**config.mk**
```make
export PLATFORM = sky130hd
export DESIGN_NAME = uart_rx_ctrl_flat
export DESIGN_NICKNAME = d
export VERILOG_FILES = /design/src/rtl/uart_rx_ctrl_if.sv /design/src/rtl/uart_rx_ctrl.sv /design/src/flat_wrapper.sv
export SDC_FILE = /design/constraint.sdc
export NUM_CORES = 1
export LEC_CHECK = 0
export BUFFER_PORTS_ARGS = -buffer_cell sky130_fd_sc_hd__buf_4
export CORE_MARGIN = 3
export CORE_UTILIZATION = 50
export DETAILED_ROUTE_END_ITERATION = 16
export PLACE_DENSITY = 0.81
export SLEW_MARGIN = 20
export SYNTH_ARGS = -nofsm -noshare
export SYNTH_HDL_FRONTEND = slang
export SYNTH_SLANG_ARGS = --single-unit
```
**constraint.sdc**
```tcl
create_clock -name clk -period 3.53 [get_ports clk]
set_input_delay 0.706 -clock clk [delete_from_list [all_inputs] [get_ports clk]]
set_output_delay 0.706 -clock clk [all_outputs]
set_load 0.03 [all_outputs]
```
**src/rtl/uart_rx_ctrl_if.sv**
```systemverilog
// Signal bundle between the UART receive sequencer and its shift register,
// receive buffer and consumer.
interface uart_rx_ctrl_if;
  logic serial_in;
  logic stop_bit;
  logic data_read;
  logic shift_strobe;
  logic load_buffer;
  logic rx_busy;
  logic data_ready;
  logic framing_error;
  logic overrun_error;

  modport master (
    output serial_in,
    output stop_bit,
    output data_read,
    input  shift_strobe,
    input  load_buffer,
    input  rx_busy,
    input  data_ready,
    input  framing_error,
    input  overrun_error
  );

  modport slave (
    input  serial_in,
    input  stop_bit,
    input  data_read,
    output shift_strobe,
    output load_buffer,
    output rx_busy,
    output data_ready,
    output framing_error,
    output overrun_error
  );
endinterface

```
**src/rtl/uart_rx_ctrl.sv**
```systemverilog
// UART receive sequencer: start-bit qualification, mid-bit shift strobes,
// stop-bit check, buffer load and receive status flags.
module uart_rx_ctrl #(
  parameter int unsigned CLKS_PER_BIT = 10
) (
  input  logic           clk,
  input  logic           n_rst,
  uart_rx_ctrl_if.slave  bus
);

  localparam int unsigned HALF = CLKS_PER_BIT / 2;
  localparam int unsigned TW   = $clog2(CLKS_PER_BIT);
  localparam logic [TW-1:0] T_LAST = TW'(CLKS_PER_BIT - 1);
  localparam logic [TW-1:0] T_HALF = TW'(HALF - 1);

  typedef enum logic [2:0] {
    IDLE,
    START_CHK,
    RECV,
    STOP_CHK,
    LOAD
  } state_t;

  state_t        state, state_d;
  logic [TW-1:0] timer, timer_d;
  logic [3:0]    bit_cnt, bit_cnt_d;
  logic          prev_rx;
  logic          start_edge;
  logic          strobe;
  logic          data_ready_q, data_ready_d;
  logic          framing_q, framing_d;
  logic          overrun_q, overrun_d;

  assign start_edge = prev_rx & ~bus.serial_in;

  always_ff @(posedge clk or negedge n_rst) begin
    if (!n_rst) begin
      state        <= IDLE;
      timer        <= '0;
      bit_cnt      <= '0;
      prev_rx      <= 1'b1;
      data_ready_q <= 1'b0;
      framing_q    <= 1'b0;
      overrun_q    <= 1'b0;
    end else begin
      state        <= state_d;
      timer        <= timer_d;
      bit_cnt      <= bit_cnt_d;
      prev_rx      <= bus.serial_in;
      data_ready_q <= data_ready_d;
      framing_q    <= framing_d;
      overrun_q    <= overrun_d;
    end
  end

  always_comb begin
    state_d   = state;
    timer_d   = '0;
    bit_cnt_d = bit_cnt;
    strobe    = 1'b0;

    unique case (state)
      IDLE: begin
        if (start_edge) state_d = START_CHK;
      end
      START_CHK: begin
        timer_d = timer + TW'(1);
        if (timer == T_HALF) state_d = bus.serial_in ? IDLE : RECV;
      end
      RECV: begin
        timer_d = timer + TW'(1);
        if (timer == T_LAST) begin
          strobe    = 1'b1;
          timer_d   = '0;
          bit_cnt_d = bit_cnt + 4'd1;
          if (bit_cnt == 4'd8) state_d = STOP_CHK;
        end
      end
      STOP_CHK: begin
        state_d = bus.stop_bit ? LOAD : IDLE;
      end
      LOAD: begin
        state_d = IDLE;
      end
      default: begin
        state_d = IDLE;
      end
    endcase

    // Every state entry restarts both counters.
    if (state_d != state) begin
      timer_d   = '0;
      bit_cnt_d = '0;
    end
  end

  always_comb begin
    framing_d    = framing_q;
    data_ready_d = data_ready_q;
    overrun_d    = overrun_q;

    if (state == IDLE && start_edge)
      framing_d = 1'b0;
    else if (state == STOP_CHK && !bus.stop_bit)
      framing_d = 1'b1;

    // A load wins over a coincident read, so the fresh byte stays flagged.
    if (state == LOAD)
      data_ready_d = 1'b1;
    else if (bus.data_read)
      data_ready_d = 1'b0;

    if (state == LOAD && data_ready_q && !bus.data_read)
      overrun_d = 1'b1;
    else if (bus.data_read)
      overrun_d = 1'b0;
  end

  assign bus.shift_strobe  = strobe;
  assign bus.load_buffer   = (state == LOAD);
  assign bus.rx_busy       = (state != IDLE);
  assign bus.data_ready    = data_ready_q;
  assign bus.framing_error = framing_q;
  assign bus.overrun_error = overrun_q;

endmodule

```
**src/flat_wrapper.sv**
```systemverilog
// flat-port wrapper written by rule: the top's interface ports become plain ports
module uart_rx_ctrl_flat 
#(
  parameter int unsigned CLKS_PER_BIT = 10
)
  (clk, n_rst, bus_serial_in, bus_stop_bit, bus_data_read, bus_shift_strobe, bus_load_buffer, bus_rx_busy, bus_data_ready, bus_framing_error, bus_overrun_error);
  uart_rx_ctrl_if bus_i ();
  input  logic clk;
  input  logic n_rst;
  input wire logic [$bits(bus_i.serial_in)-1:0] bus_serial_in;
  input wire logic [$bits(bus_i.stop_bit)-1:0] bus_stop_bit;
  input wire logic [$bits(bus_i.data_read)-1:0] bus_data_read;
  output wire logic [$bits(bus_i.shift_strobe)-1:0] bus_shift_strobe;
  output wire logic [$bits(bus_i.load_buffer)-1:0] bus_load_buffer;
  output wire logic [$bits(bus_i.rx_busy)-1:0] bus_rx_busy;
  output wire logic [$bits(bus_i.data_ready)-1:0] bus_data_ready;
  output wire logic [$bits(bus_i.framing_error)-1:0] bus_framing_error;
  output wire logic [$bits(bus_i.overrun_error)-1:0] bus_overrun_error;
  assign bus_i.serial_in = bus_serial_in;
  assign bus_i.stop_bit = bus_stop_bit;
  assign bus_i.data_read = bus_data_read;
  assign bus_shift_strobe = bus_i.shift_strobe;
  assign bus_load_buffer = bus_i.load_buffer;
  assign bus_rx_busy = bus_i.rx_busy;
  assign bus_data_ready = bus_i.data_ready;
  assign bus_framing_error = bus_i.framing_error;
  assign bus_overrun_error = bus_i.overrun_error;
  uart_rx_ctrl #(.CLKS_PER_BIT(CLKS_PER_BIT)) u_core (.clk(clk), .n_rst(n_rst), .bus(bus_i));
endmodule
```
==> summary.txt <==
Status
  – Run status: finished clean

Place
  – Instance count after placement with tap cells included: 104
  – Buffers added on ports: 10
  – Placed wire-length estimate: 1120 um
  – Placer congestion estimate: 0.799

Floorplan
  – Number of rows created at floorplan: 13
  – Core footprint: 1420 sq um
  – Width of the chip: 46.5 um
  – Die span in y: around 46 um
  – IO Pins: 11
  – Initial Utilization: between 50 and 60%
  – Die Outline Area: between 2000 and 2500 sq um

Global route
  – Total grt overflow: 0
  – First-pass GRT wire length: about 2600 um
  – Routing usage on met3: 6.25%
  – Grt met2 use: a little over a quarter
  – Global-route track usage on met1: 20.9%
  – Antenna violations before repair: 0
  – Global-route usage over all layers: between 10% and 20%
  – Maximum number of pins on one net before global-route repair: 16
  – Peak-usage layer in the global routing report: met2
  – Via count of the first global-routing pass: 605

Flow run
  – Count of maximum capacitance violations: 0

Synthesis
  – Count of flip-flops with a built-in enable after synthesis: 0
  – Post-synthesis average cell area: 9.99 sq um
  – Area of the mapped netlist: 820 sq um
  – Largest area contributor in the netlist: sky130_fd_sc_hd__dfrtp_1
  – Seq/Total Area, Yosys: 46.0%
  – Warnings from Yosys: 0
  – Cells after synthesis: around 80
  – Area share of the largest cell type after synthesis: 42.7%
  – Unique masters post-synth: 31
  – Post-synth ARST share: 100%
  – Number of storage elements in the synthesis netlist: 15
  – Leading register cell type out of synthesis: sky130_fd_sc_hd__dfrtp_1
  – Nets in the synthesized netlist: between 90 and 100
  – Cell types with the largest area share after synthesis: sky130_fd_sc_hd__dfrtp_1, sky130_fd_sc_hd__ha_1, sky130_fd_sc_hd__a21oi_1

Clocking
  – Total CTS buffers: 3
  – Num Clock Sinks: 15
  – Resized Gates After CTS: 0
  – Cts hold-fix bufs: 0
  – Clock-pin slew of the registers on the worst-case setup and hold paths: 0.09 ns
  – Root buf cell: sky130_fd_sc_hd__clkbuf_4
  – Buffers from clock root to sink, at most: 2
  – Clock H-tree levels: 1
  – Setup bufs post-CTS: 0
  – TritonCTS clock tree: yes
  – Clock network latency to the later pin of the worst-skew pair: 0.29 ns

Layout
  – Core Util, Final: 65.6%
  – NumNets Final: 104
  – Filler-free cell count of the finished design: 108
  – P&R area growth vs syn: 13.3%
  – Diode count: 0
  – Layout cells sized above 1: 17.2%

STA
  – Final worst clock skew: 0.0123 ns
  – Number of max-slew violations in the final report: 0
  – Relative slew slack: 75.2%
  – Worst slew pin tran: 0.371 ns
  – Final setup viols: 0
  – Setup TNS: 0 ns
  – Crit path time final: 2.22 ns
  – Unrepaired setup endpoints after global routing: no
  – Part of the cycle the worst path needs: ~63%
  – Fin. Hold Viols: 0
  – Fmax: 0.450 GHz

Setup path
  – CP Buf/Inv Count: 2
  – Worst reg-to-reg setup slack: 1.91 ns
  – Reg2reg end: u_core.bit_cnt[3]$_DFFE_PN0P_
  – Worst Setup Path Type: flop to primary output
  – Cell family with most CP delay: flip-flops
  – Maximum fanout along the worst path: 13
  – Maximum cell stage delay along the critical path: 0.50 ns
  – Data arrival time of the worst path: 1.51 ns
  – Worst setup SP type: flop
  – WP data required: between 2 and 3 ns
  – Slowest library cell on the worst path: sky130_fd_sc_hd__dfrtp_1
  – Critical path, cell by cell: nor3b_2 > nand2_1 > inv_1 > buf_4
  – Reg-to-reg critical path startpoint: u_core.state[0]$_DFF_PN0_
  – Endpoint class of the critical path: primary output
  – Worst Reg-to-Reg Cells: 3

Worst hold path
  – Hold WC Path Type: input pin to async pin

Drt
  – Drt first pass iters: 5
  – Average wire per standard cell: 13.9 um
  – Via/cell ratio: 5.87
  – Count of vias placed by the detailed router: 634
  – Residual DRC count: 0
  – Final routed wirelength across all metal layers: 1500 um
  – Initial DRC count: 16
  – Number of nets with antenna violations after detailed routing: 0

Power and ir drop
  – Worst ir drop on vdd: 0.277 mV
  – P per Cell Area: 548 nW/um^2
  – Total chip power: between 0.5 and 0.6 mW
  – Leakage: 0.441 nW
cells in the mapped netlist, types with 2 or more instances:
cell                        n
sky130_fd_sc_hd__a21oi_1    6
sky130_fd_sc_hd__clkbuf_1   3
sky130_fd_sc_hd__dfrtp_1   14
sky130_fd_sc_hd__ha_1       5
sky130_fd_sc_hd__inv_1      8
sky130_fd_sc_hd__nand2_1    3
sky130_fd_sc_hd__nand3_1    2
sky130_fd_sc_hd__nand3b_1   3
sky130_fd_sc_hd__nand4_1    4
sky130_fd_sc_hd__nand4b_1   2
sky130_fd_sc_hd__nor2_1     4
sky130_fd_sc_hd__nor2b_1    2
sky130_fd_sc_hd__nor3b_1    3
sky130_fd_sc_hd__o21ai_0    5
sky130_fd_sc_hd__or4b_1     2
worst reg2reg max path: cells and delay by family, from the launching register on:
kind            cells  cell delay [ns]
compound gates      1             0.08
flops               1             0.50
simple gates        2             0.97
sequential cells by signal, summed over array words and instances (netlist names):
signal	count
u_core.bit_cnt	4
u_core.bus.data_ready	1
u_core.bus.framing_error	1
u_core.bus.overrun_error	1
u_core.prev_rx	1
u_core.state	3
u_core.timer	4
layout make-up:
class / count / area [sq um]
multi-input combinational: 56 / 402
clock buffer: 4 / 26.3
fill: 116 / 487
inverter: 8 / 30.0
sequential: 15 / 377
tap: 15 / 18.8
timing repair buffer: 10 / 75.1
layer usage:
layer  up-vias  routed length (um)
met1       299                 662
met3         5                  74
met2        15                 739
met4         0                  26
met5         -                   0
li1        315                   -
through the flow:
| step | cell area [sq um] | hold WS [ns] | setup slack, ns |
|---|---|---|---|
| 5_1_grt | 928 | 0.241 | 1.20 |
| 6_report | 928 | 0.245 | 1.31 |
| 3_3_place_gp | 902 | 0.492 | 1.64 |
| 4_1_cts | 928 | 0.254 | 1.31 |
| 2_1_floorplan | 820 | 0.410 | 1.34 |
| 3_5_place_dp | 902 | 0.499 | 1.63 |
worst max path at each step:
| stage | end | cells after the start | slack, ns | startpoint |
|---|---|---|---|---|
| 2_1_floorplan | bus_load_buffer | 2 | 1.34 | u_core.state[2]$_DFF_PN0_ |
| 3_3_place_gp | bus_shift_strobe | 4 | 1.64 | u_core.state[0]$_DFF_PN0_ |
| 3_5_place_dp | bus_shift_strobe | 4 | 1.63 | u_core.state[0]$_DFF_PN0_ |
| 4_1_cts | bus_shift_strobe | 4 | 1.31 | u_core.state[0]$_DFF_PN0_ |
| 5_1_grt | bus_shift_strobe | 4 | 1.20 | u_core.state[1]$_DFF_PN0_ |
| 6_report | bus_shift_strobe | 4 | 1.31 | u_core.state[0]$_DFF_PN0_ |
power by group:
group	switching (mW)	internal [mW]
clock	0.0551	0.0440
combinational	0.0890	0.0747
sequential	0.0439	0.202
total	0.188	0.320
layout by cell type, fill, tap and decap left out, drive strengths merged, types with 2 or more instances in the layout:
cell,n
clkbuf,4
inv,8
buf,10
dfrtp,14
nor2b,2
nand2,3
nand3,2
o21ai,5
nand4,4
nand4b,2
nor3b,4
nor2,4
or4b,2
a21oi,6
ha,5
nand3b,3
kinds of logic (layout without fill, tap and decap cells):
family          count (synthesis)  in the layout  synth area share, %
buf+inv                        11             22                 5.04
fa+ha+maj                       5              5                 7.63
flops                          15             15                 46.0
compound gates                 17             17                 12.5
simple gates                   32             32                 26.7
xor+xnor                        2              2                 2.14
Power figures use the tool's default switching activity.
